[src/rtl/rioencoder_poll.sv]
// ---------------------------------------------------------------------------
// rioencoder_poll
//   Request/timeout master for a half-duplex RS485 absolute encoder.
//   On every poll tick, while idle, it sends one 8N1 request byte (CMD) with
//   the transceiver driver enabled. It then holds the line for a guard time,
//   releases the driver and waits for the packet decoder to report a good
//   or a bad reply. Missing replies and corrupt replies are both counted in
//   err_count. A run of consecutive failures raises stale.
//
// Ports
//   clk        in   system clock, all logic on the rising edge
//   rst        in   asynchronous reset, active high
//   enable     in   polling enable (level)
//   rx_good    in   1-cycle pulse: decoder accepted a packet with a good checksum
//   rx_bad     in   1-cycle pulse: decoder end-of-packet with a bad checksum
//   tx         out  serial data to the transceiver, idle high
//   rw         out  transceiver driver enable, 1 = transmit
//   busy       out  high whenever a transaction is in progress
//   timeout    out  1-cycle pulse when the response window expires
//   err_count  out  timeouts plus bad packets, saturating at 16'hFFFF
//   stale      out  consecutive failed polls >= STALE_LIMIT
// ---------------------------------------------------------------------------
module rioencoder_poll #(
    parameter int         ClkFrequency = 12000000,
    parameter int         Baud         = 2000000,
    parameter int         POLL_HZ      = 1000,
    parameter int         TIMEOUT_US   = 200,
    parameter logic [7:0] CMD          = 8'h1A,
    parameter int         GUARD_BITS   = 1,
    parameter int         STALE_LIMIT  = 3
) (
    input  logic        clk,
    input  logic        rst,
    input  logic        enable,
    input  logic        rx_good,
    input  logic        rx_bad,
    output logic        tx,
    output logic        rw,
    output logic        busy,
    output logic        timeout,
    output logic [15:0] err_count,
    output logic        stale
);

    localparam int BIT_CYC   = ClkFrequency / Baud;
    localparam int POLL_CYC  = ClkFrequency / POLL_HZ;
    localparam int TO_CYC    = ClkFrequency / 1000000 * TIMEOUT_US;
    localparam int GUARD_CYC = GUARD_BITS * BIT_CYC;

    // One shared cycle counter times bit periods, the guard and the
    // response window, so it is sized for the longest of the three.
    localparam int CYC_MAX0 = (BIT_CYC > GUARD_CYC) ? BIT_CYC : GUARD_CYC;
    localparam int CYC_MAX  = (CYC_MAX0 > TO_CYC) ? CYC_MAX0 : TO_CYC;
    localparam int CYC_W    = (CYC_MAX > 2) ? $clog2(CYC_MAX) : 1;
    localparam int POLL_W   = (POLL_CYC > 2) ? $clog2(POLL_CYC) : 1;
    localparam int CONSEC_W = $clog2(STALE_LIMIT + 1);

    // Whole line frame, sent LSB first: start bit, CMD[0..7], stop bit.
    localparam logic [9:0] FRAME = {1'b1, CMD, 1'b0};

    typedef enum logic [1:0] {
        S_IDLE,
        S_TX,
        S_GUARD,
        S_WAIT
    } state_t;

    state_t                state_q, state_d;
    logic [POLL_W-1:0]     poll_q, poll_d;
    logic                  tick_q, tick_d;
    logic [CYC_W-1:0]      cyc_q, cyc_d;
    logic [3:0]            bit_q, bit_d;
    logic                  tx_q, tx_d;
    logic                  rw_q, rw_d;
    logic                  busy_q, busy_d;
    logic                  timeout_q, timeout_d;
    logic [15:0]           err_q, err_d;
    logic [CONSEC_W-1:0]   consec_q, consec_d;
    logic                  stale_q, stale_d;
    logic                  fail;

    always_comb begin
        // NOTE: every signal written here gets a default first, so no path
        // through the case statement can leave one unassigned (no latches).
        poll_d    = '0;
        state_d   = state_q;
        cyc_d     = cyc_q;
        bit_d     = bit_q;
        timeout_d = 1'b0;
        err_d     = err_q;
        consec_d  = consec_q;
        fail      = 1'b0;

        // Poll timebase: free-runs while enabled, parked at zero otherwise.
        if (enable) begin
            poll_d = (poll_q == POLL_W'(POLL_CYC - 1)) ? '0 : poll_q + 1'b1;
        end
        tick_d = enable && (poll_q == POLL_W'(POLL_CYC - 1));

        unique case (state_q)
            S_IDLE: begin
                if (tick_q) begin
                    state_d = S_TX;
                    cyc_d   = '0;
                    bit_d   = '0;
                end
            end
            S_TX: begin
                if (cyc_q == CYC_W'(BIT_CYC - 1)) begin
                    cyc_d = '0;
                    if (bit_q == 4'd9) begin
                        state_d = S_GUARD;
                    end else begin
                        bit_d = bit_q + 4'd1;
                    end
                end else begin
                    cyc_d = cyc_q + 1'b1;
                end
            end
            S_GUARD: begin
                // A frame already on the wire always finishes; enable only
                // decides whether a reply is awaited afterwards.
                if (cyc_q == CYC_W'(GUARD_CYC - 1)) begin
                    cyc_d   = '0;
                    state_d = enable ? S_WAIT : S_IDLE;
                end else begin
                    cyc_d = cyc_q + 1'b1;
                end
            end
            S_WAIT: begin
                // Priority: abort, then bad (also covers good+bad together),
                // then good, and only then the window expiring.
                if (!enable) begin
                    state_d = S_IDLE;
                end else if (rx_bad) begin
                    fail    = 1'b1;
                    state_d = S_IDLE;
                end else if (rx_good) begin
                    consec_d = '0;
                    state_d  = S_IDLE;
                end else if (cyc_q == CYC_W'(TO_CYC - 1)) begin
                    fail      = 1'b1;
                    timeout_d = 1'b1;
                    state_d   = S_IDLE;
                end else begin
                    cyc_d = cyc_q + 1'b1;
                end
            end
            default: state_d = S_IDLE;
        endcase

        if (fail) begin
            err_d    = (err_q == 16'hFFFF) ? err_q : err_q + 16'd1;
            consec_d = (consec_q == CONSEC_W'(STALE_LIMIT)) ? consec_q : consec_q + 1'b1;
        end

        // stale follows consec one cycle later.
        stale_d = (consec_q >= CONSEC_W'(STALE_LIMIT));

        // Line outputs are decoded from the next state so that the
        // registered pins change on the same edge as the state.
        busy_d = (state_d != S_IDLE);
        rw_d   = (state_d == S_TX) || (state_d == S_GUARD);
        tx_d   = (state_d == S_TX) ? FRAME[bit_d] : 1'b1;
    end

    // NOTE: sequential state uses non-blocking assignments only, so every
    // register samples the values from before the edge.
    always_ff @(posedge clk or posedge rst) begin
        if (rst) begin
            // Asynchronous reset idles the line at once, even mid-frame.
            state_q   <= S_IDLE;
            poll_q    <= '0;
            tick_q    <= 1'b0;
            cyc_q     <= '0;
            bit_q     <= '0;
            tx_q      <= 1'b1;
            rw_q      <= 1'b0;
            busy_q    <= 1'b0;
            timeout_q <= 1'b0;
            err_q     <= '0;
            consec_q  <= '0;
            stale_q   <= 1'b0;
        end else begin
            state_q   <= state_d;
            poll_q    <= poll_d;
            tick_q    <= tick_d;
            cyc_q     <= cyc_d;
            bit_q     <= bit_d;
            tx_q      <= tx_d;
            rw_q      <= rw_d;
            busy_q    <= busy_d;
            timeout_q <= timeout_d;
            err_q     <= err_d;
            consec_q  <= consec_d;
            stale_q   <= stale_d;
        end
    end

    assign tx        = tx_q;
    assign rw        = rw_q;
    assign busy      = busy_q;
    assign timeout   = timeout_q;
    assign err_count = err_q;
    assign stale     = stale_q;

endmodule

[config.mk]
export PLATFORM = sky130hd
export DESIGN_NAME = rioencoder_poll
export DESIGN_NICKNAME = d
export VERILOG_FILES = /design/src/rtl/rioencoder_poll.sv
export SDC_FILE = /design/constraint.sdc
export NUM_CORES = 1
export LEC_CHECK = 0
export CORE_MARGIN = 1.5
export CORE_UTILIZATION = 40
export DETAILED_ROUTE_END_ITERATION = 10
export GPL_ROUTABILITY_DRIVEN = 0
export GPL_TIMING_DRIVEN = 0
export PLACE_DENSITY_LB_ADDON = 0.08
export SYNTH_ARGS = -nofsm -noshare
export SYNTH_HDL_FRONTEND = slang
export SYNTH_SLANG_ARGS = --single-unit
[constraint.sdc]
create_clock -name clk -period 2.9 [get_ports clk]
set_input_delay 0.58 -clock clk [delete_from_list [all_inputs] [get_ports clk]]
set_output_delay 0.58 -clock clk [all_outputs]
set_load 0.005 [all_outputs]
* Yosys cells after proc, flatten, opt, wreduce, memory -nomap -nowiden
Memories as Yosys holds them, arrays and structs flattened.
Cells that the tools add are included.
** Operators by class
- Muxes and demuxes :: 39
- Magnitude comparators :: 2
- Add/subtract/negate cells :: 5
- Bitwise logic cells :: 1
- Reductions and logical operators :: 11
- Eq/ne operators :: 18
** Operators by type and width (number)
- $mux 12 :: 6
- $pmux 12 s3 :: 1
- $mux 2 :: 15
- $mux 14 :: 2
- $add 16x1->16 const B :: 1
- $eq 16x16->1 const B :: 1
- $add 14x1->14 const B :: 1
- $eq 14x14->1 const B :: 1
- $add 12x1->12 const B :: 1
- $eq 12x12->1 const B :: 1
- $eq 12x3->1 const B :: 1
- $mux 4 :: 3
- $ne 2x2->1 const B :: 6
- $mux 1 :: 10
- $reduce_and 5->1 :: 2
- $eq 2x2->1 const B :: 4
- $pmux 2 s4 :: 1
- $pmux 4 s2 :: 1
- $reduce_bool 2->1 :: 4
- $lt 4x5->1 const B :: 1
- $add 4x1->4 const B :: 1
- $eq 2x1->1 const B :: 2
- $eq 4x4->1 const B :: 1
- $add 2x1->2 const B :: 1
- 8 further kinds :: 8
** Word-level totals
- ROM bits :: 16
- Register bits after elaboration :: 56
- Output and inout bits :: 21
- Bits of input ports :: 5
- Memories kept :: 1
** Memories
- (no name shown) :: words 16, bits a word 1, read ports 1, clocked after Yosys merged registers in 0, write ports 0, line 164 : tx_d = (state_d == S_TX) ? FRAME[bit_d] : 1'b1;

* Depth between registers and ports, before layout
Gate-level depths: netlist of run 1.
- Word-level depth :: 8
- Depth in mapped cells :: 10
- Gate-level depth less buffers :: 10

* Worst setup path after synthesis of run 1
Ideal clock, no wire load.
- Path kind :: input -> register
- Start :: input enable
- End :: register rw_q (netlist: rw)
- Library setup time :: 126 ps
- Path slack :: 838 ps
- Required time :: 2774 ps
- Cell stages on the path :: 6
- Data arrival time :: 1936 ps
- Cells stage by stage :: clkdlybuf4s50_2 -> a21oi_1 -> o21ai_0 -> nand2b_1 -> a32oi_1 -> ha_1
** Between the ends
- Word-level cells in the longest chain between the ends :: 5
** RTL lines
- start: declaration :: line 34 : input logic enable,
- $mux 2 :: line 125 : state_d = enable ? S_WAIT : S_IDLE;
- $mux 2 :: line 123 : if (cyc_q == CYC_W'(GUARD_CYC - 1)) begin
- $pmux 2 s4 * :: line 100 : unique case (state_q)
- $eq 2x1->1 or $eq 2x2->1 (tied branches) :: line 163 : rw_d = (state_d == S_TX) || (state_d == S_GUARD);
- $logic_or 1x1->1 * :: line 163
- net rw_d :: line 74 : logic rw_q, rw_d;
- end signal: assignment :: line 191 : rw_q <= rw_d;
- end: declaration :: line 74
Mark *: on every way through the listed nets, which the timed path passes. The rest lies on a longest branch.
A chain may end at the register's enable or synchronous reset.

* Final worst setup path of run 1
- Start :: register cyc_q[5]
- End :: register rw_q (netlist: rw)
** Between the ends
- Word-level cells in the longest chain between the ends :: 8
** RTL lines
- start: declaration :: line 71 : logic [CYC_W-1:0] cyc_q, cyc_d;
- start signal: assignment :: line 188 : cyc_q <= cyc_d;
- $eq 12x12->1 :: line 141 : end else if (cyc_q == CYC_W'(TO_CYC - 1)) begin
- $mux 2 :: line 141
- $mux 2 :: line 138 : end else if (rx_good) begin
- $mux 2 :: line 135 : end else if (rx_bad) begin
- $mux 2 :: line 133 : if (!enable) begin
- $pmux 2 s4 * :: line 100
- $eq 2x1->1 or $eq 2x2->1 (tied branches) :: line 163
- $logic_or 1x1->1 * :: line 163
- net rw_d :: line 74
Marked as above.

==> impl_results.md, run 1 <==
* Outcome: complete, no violations
* Final clock skew at 14.0 ps
* Post-DR wirelength/cell at 13.5 microns
* Post-Syn Instances at 304
* Hold Crit Depth at 1
* CTS Root Cell: clkbuf_8
* DR DRC count at 0
* Starting DRT DRC Count at 38
* Hpwl dp at 4220 microns
* Worst endpoint data arrival time at 2700 ps
* Die Wd at 89.6 microns
* Crit Path Category: flip-flop to flip-flop
* Critical Path Sink: rw
* Drt total wl at 5870 microns
* Crit end category: flip-flop
* EDFF count, synth at 0
* Global-route wire length before repair at 9970 microns
* Die height at 89.6 microns
* Slew HR at 58.2%
* Setup Slack @ Placement at 481 ps
* Cell Count, Final, Fillers Out at 436
* Net count reported at finish at 354
* Clk sinks at 56
* Largest net degree at the start of global routing at 30
* Cts repair resizes at 0
* VDD IR-drop max at 282 uV
* TritonCTS clock tree: done
* Die area at 8030 sq um
* Io pins at 26
* Vias at 2270
* # Post-CTS Setup Buffers at 0
* Via density at 5.21
* Synth unique cells at 52
* Inst Count DP at 428
* Avg Synthesized Cell Area at 9.87 sq um
* Ys async rst share at 100%
* Vias in the first global route at 2166
* Final instance area at 3480 sq um
* Endpoints failing setup at 0
* Post-DRT Antenna Nets at 0
* Main synth FF type: dfrtp_1
* IO buf count at 24
* Post-CTS Hold Buffers at 0
* FILL cells at 721
* Synth top area share at 45.9%
* Period utilization at 86.2%
* Leading cell types by count after synthesis: dfrtp_1 (55), nor2_1 (34), nand3_1 (23)
* Unrepaired setup endpoints after global routing: no
* Initial Util at 41.4%
* Crit path max fanout at 9
* Max Cap Viol at 0
* Sequential-to-total area share from yosys stat at 46.7%
* Layout area overhead at 15.8%
* Cells on worst reg2reg path at 7
* R2r setup slk at 400 ps
* Synth top area cells: dfrtp_1 (46%), ha_1 (5.4%), xnor2_1 (5.0%), nor2_1 (4.3%), nand3_1 (3.8%)
* Crit path launch: cyc_q[5]
* Critical R2R Launch: cyc_q[5]
* Clk buf depth at 2
* Clock Latency Late Sink at 310 ps
* CTS buffer count at 5
* Leak at 1.46 nW
* Syn nets at 322
* Slew of the pin with the lowest slew margin at 627 ps
* Cell taking the most area after synthesis: dfrtp_1
* Final Hold Fails at 0
* Antenna Cells at 0
* CTS H-tree depth at 2
* Gr usage total at 15.8%
* RR Endpoint: rw
* Min Tclk post-route at 2500 ps
* Most common cell in the synthesized netlist: dfrtp_1
* Synth Warn # at 0
* Seq cells post-synth at 56
* Share of cells above drive strength 1 at 9.50%
* Initial antenna violation count at 0
* Slew Viols, Final at 0
* Reg area at 1400 sq um
* Core area at 7250 sq um
* Setup_tns at 0 ps
* Worst-path clk slew at 110 ps
* First-pass iteration count of the detailed router at 4
* Mapped Area at 3000 sq um
* Gr ovfl total at 0
* PwrDens at 366 nW/um^2
* Rows at 31
* Worst Setup Start Kind: flip-flop
* WP data required at 3100 ps
* Hold Path Class: flip-flop to flip-flop
* Area of the multi-input gates at 1500 sq um
* Final setup margin at 400 ps
* FMAX at 400 MHz
* Total placed instance area at 3380 sq um
[area by class of cell]
cell class | count | area share (%)
Buffer | 6 | 1.15
Timing Repair Buffer | 25 | 7.49
Inverter | 16 | 1.73
Sequential cell | 56 | 40.4
Clock buffer | 5 | 1.98
Tap cell | 99 | 3.56
Clock inverter | 3 | 0.648
Multi-Input combinational cell | 226 | 43.1
[layout by cell type, fill, tap and decap left out, types with 2 or more instances in the layout]
cell type | netlist | final
a211oi_1 | 2 | 2
a21oi_1 | 2 | 2
a31oi_1 | 5 | 5
a41oi_1 | 4 | 4
and2_1 | 6 | 6
and3_1 | 5 | 5
and4_1 | 2 | 2
and4_2 | 3 | 3
buf_2 | 2 | 2
clkbuf_1 | 2 | 2
clkbuf_8 | 0 | 5
clkdlybuf4s50_1 | 0 | 24
dfrtp_1 | 55 | 55
ha_1 | 13 | 13
inv_1 | 16 | 15
mux2_2 | 3 | 3
nand2_1 | 22 | 22
nand2b_1 | 4 | 4
nand3_1 | 23 | 23
nand3_2 | 2 | 2
nand4_1 | 8 | 8
nor2_1 | 34 | 34
nor2b_1 | 4 | 4
nor3_1 | 4 | 4
nor4_1 | 3 | 3
o21a_1 | 2 | 2
o21ai_0 | 20 | 20
o31ai_1 | 7 | 7
o41ai_1 | 2 | 2
or2_2 | 2 | 2
xnor2_1 | 17 | 17
xor2_1 | 8 | 8
[cells by family (layout without fill, tap and decap cells)]
group                      after synthesis  after routing  synth area share [%]
xor gates and xnor gates                25             25                  7.30
DFF                                     56             56                  46.7
AOI/OAI and AO/OA                       52             52                  11.4
adders and majority gates               13             13                  5.42
and+or+nand+nor                        132            132                  24.3
buffers and inverters                   22             55                  3.34
muxes                                    4              4                  1.46
[power by group]
part	internal, mW	switching [mW]
Sequential	0.784	0.00333
Clock	0.174	0.270
Combinational	0.0132	0.0270
[through the flow]
step                      util, %  hold WS [ps]  total power [mW]
after floorplan                 -           455             0.827
after global placement       46.4           480             0.841
after detailed placement     46.7           487             0.845
after CTS                    47.9           502              1.30
after global routing         47.9           510              1.33
final                        47.9           497              1.27
[state kept, by name, indices dropped and copies added, names as in the netlist]
signal and flops:
err_count 16, poll_q 14, cyc_q 12, bit_q 4, consec_q 2, state_q 2, busy 1, rw 1
stale 1, tick_q 1, timeout 1, tx 1
[critical path: stages (launching register included)]
cell and delay [ps]:
dfrtp_1 490, nor4_4 550, nand3_2 290, a21oi_1 220, o21ai_0 110, nand2b_1 180
a32oi_1 270, ha_1 280
[metal layers]
layer	routed length (microns)	part of all wire (%)	track usage, %	up-vias
li1	-	-	-	1151
met1	2930	50	21.6	1097
met2	2770	47	26.1	16
met3	117	2.0	3.47	6
met4	42	0.72	2.94	0
met5	0	0	0	-
[worst min path at each step]
stage | startpoint | to | slack [ps]
global placement | err_count[10] | err_count[10] | 480
detailed placement | err_count[12] | err_count[12] | 490
floorplan | poll_q[0] | poll_q[0] | 450
global route | err_count[12] | err_count[12] | 510
CTS | err_count[12] | err_count[12] | 500
finish | poll_q[0] | poll_q[0] | 500
No activity file was read; power rests on OpenSTA's default activity.
==> inputs of run 2 (changes only) <==
Settings changed: CAP_MARGIN from default to 15.
==> run 2 against run 1 <==
Compared with the run above: first-iteration DRC count is the same; die area unchanged; sequential share of layout area did not move; critical path depth unchanged; global-route usage unchanged; register-to-register slack hardly changed; clock skew did not move; clock power barely moved; worst setup slack unchanged; count of clock-buffer cells in the layout unchanged; utilization unchanged; highest routed layer unchanged.
==> impl_results.md, run 2 (synthesized netlist as in run 1, its figures left out) <==
* Outcome: complete, no violations (unchanged)
* Total power at 1.27 mW (unchanged)
* Clk buf depth at 2 (unchanged)
* CTS Root Cell: clkbuf_8 (unchanged)
* Clock power frac at 34.9% (about the same)
* Hold Path Class: flip-flop to flip-flop (unchanged)
* Crit Path Category: flip-flop to flip-flop (unchanged)
* Rows at 31 (unchanged)
* Leak at 1.46 nW (unchanged)
* Post-DR wirelength/cell at 13.5 microns (unchanged)
* Via density at 5.21 (unchanged)
* Period utilization at 86.2% (unchanged)
* Clock Latency Late Sink at 310 ps (about the same)
* Slew of the pin with the lowest slew margin at 627 ps (unchanged)
* Worst Setup Start Kind: flip-flop (unchanged)
* Switch share at 23.6% (unchanged)
* Hpwl dp at 4220 microns (unchanged)
* Initial antenna violation count at 0 (unchanged)
* Final Util at 47.9% (unchanged)
* Commonest non-fill, non-tap cell in the layout: dfrtp_1 (unchanged)
* Net count reported at finish at 354 (unchanged)
* Worst-path clk slew at 110 ps (about the same)
* Worst endpoint data arrival time at 2700 ps (about the same)
* Die area at 8030 sq um (unchanged)
* Core area at 7250 sq um (unchanged)
* Sequential Power Share at 61.9% (about the same)
* Global-route wire length before repair at 9970 microns (unchanged)
* Die height at 89.6 microns (unchanged)
* FILL cells at 721 (unchanged)
* Final clock skew at 14.0 ps (unchanged)
* CTS H-tree depth at 2 (unchanged)
* Share of cells above drive strength 1 at 9.50% (unchanged)
* NetSw at 300 uW (unchanged)
* Cts repair resizes at 0 (unchanged)
* Vias in the first global route at 2166 (unchanged)
* Starting DRT DRC Count at 38 (unchanged)
* Gr usage total at 15.8% (unchanged)
* Vias at 2270 (unchanged)
* Commonest non-fill, non-tap cells in the layout: dfrtp_1 (55), nor2_1 (34), clkdlybuf4s50_1 (24) (unchanged)
* Io pins at 26 (unchanged)
* Initial Util at 41.4% (unchanged)
* Crit end category: flip-flop (unchanged)
* First-pass iteration count of the detailed router at 4 (unchanged)
* Slew HR at 58.2% (unchanged)
* Endpoints failing setup at 0 (unchanged)
* Largest register FFs at 16 (unchanged)
* Internal power component at 971 uW (unchanged)
* Final Hold Fails at 0 (unchanged)
* Crit path max fanout at 9 (unchanged)
* Slew Viols, Final at 0 (unchanged)
* Max Cap Viol at 0 (unchanged)
* Die Wd at 89.6 microns (unchanged)
* Antenna Cells at 0 (unchanged)
* VDD IR-drop max at 282 uV (unchanged)
* Post-DRT Antenna Nets at 0 (unchanged)
* Combinational group share of total power at 3.2% (about the same)
* Post-CTS Hold Buffers at 0 (unchanged)
* CTS buffer count at 5 (unchanged)
* Layout area overhead at 15.8% (unchanged)
* Clk sinks at 56 (unchanged)
* FMAX at 400 MHz (unchanged)
* TritonCTS clock tree: done (unchanged)
* Largest net degree at the start of global routing at 30 (unchanged)
* IO buf count at 24 (unchanged)
* Drt total wl at 5870 microns (unchanged)
* PwrDens at 366 nW/um^2 (unchanged)
* Gr ovfl total at 0 (unchanged)
* DR DRC count at 0 (unchanged)
* Unrepaired setup endpoints after global routing: no (unchanged)
* WP data required at 3100 ps (about the same)
* Min Tclk post-route at 2500 ps (unchanged)
* # Post-CTS Setup Buffers at 0 (unchanged)
## run 2: cell counts in the layout (fill, tap and decap cells not counted)
No cell type changed its count.
## run 2: final cells by class
cell class                      count  area (sq um)  share of cell area [%]
Buffer                              6          40.0                    1.15
Sequential cell                    56          1400                    40.4
Tap cell                           99           124                    3.56
Inverter                           16          60.1                    1.73
Timing Repair Buffer               25           260                    7.49
Multi-Input combinational cell    226          1500                    43.1
Clock inverter                      3          22.5                   0.648
Clock buffer                        5          68.8                    1.98
## run 2: through the flow
step / area, sq um / TNS [ps] / instances / hold slack (ps) / worst slack (ps)
after floorplan: 3000 / 0 / 304 / 455 / 838
after global placement: 3360 / -9360 / 427 / 480 / -173
after detailed placement: 3380 / 0 / 428 / 487 / 481
after CTS: 3480 / 0 / 436 / 502 / 452
after global routing: 3480 / 0 / 436 / 510 / 146
final: 3480 / 0 / 436 / 497 / 400
## run 2: final timing paths
check                           from       endpoint  slack [ps]  cells after the start
setup / recovery            cyc_q[5]             rw         400                      7
hold / removal             poll_q[0]      poll_q[0]         500                      1
setup reg to reg            cyc_q[5]             rw         400                      7
hold reg to reg            poll_q[0]      poll_q[0]         500                      1
max in group asynchronous        rst      poll_q[9]        1660                      3
min in group asynchronous        rst  err_count[13]         660                      2
## run 2: critical path, cell delays in order (launching register included)
cell and delay [ps]:
dfrtp_1 490, nor4_4 550, nand3_2 290, a21oi_1 220
o21ai_0 110, nand2b_1 180, a32oi_1 270, ha_1 280
## run 2: power by group through the flow
stage                     registers (mW)  clock network, mW  logic [mW]
after floorplan                    0.802                  0      0.0250
after global placement             0.803                  0      0.0387
after detailed placement           0.802                  0      0.0428
after CTS                          0.787              0.466      0.0429
after global routing               0.788              0.492      0.0482
final                              0.787              0.444      0.0402
## run 2: layer usage
metal  wire length (microns)  vias to the layer above  share of wire [%]  GRT usage (%)
li1                        -                     1151                  -              -
met1                    2930                     1097                 50           21.6
met2                    2770                       16                 47           26.1
met3                     117                        6                2.0           3.47
met4                      42                        0               0.72           2.94
met5                       0                        -                  0              0
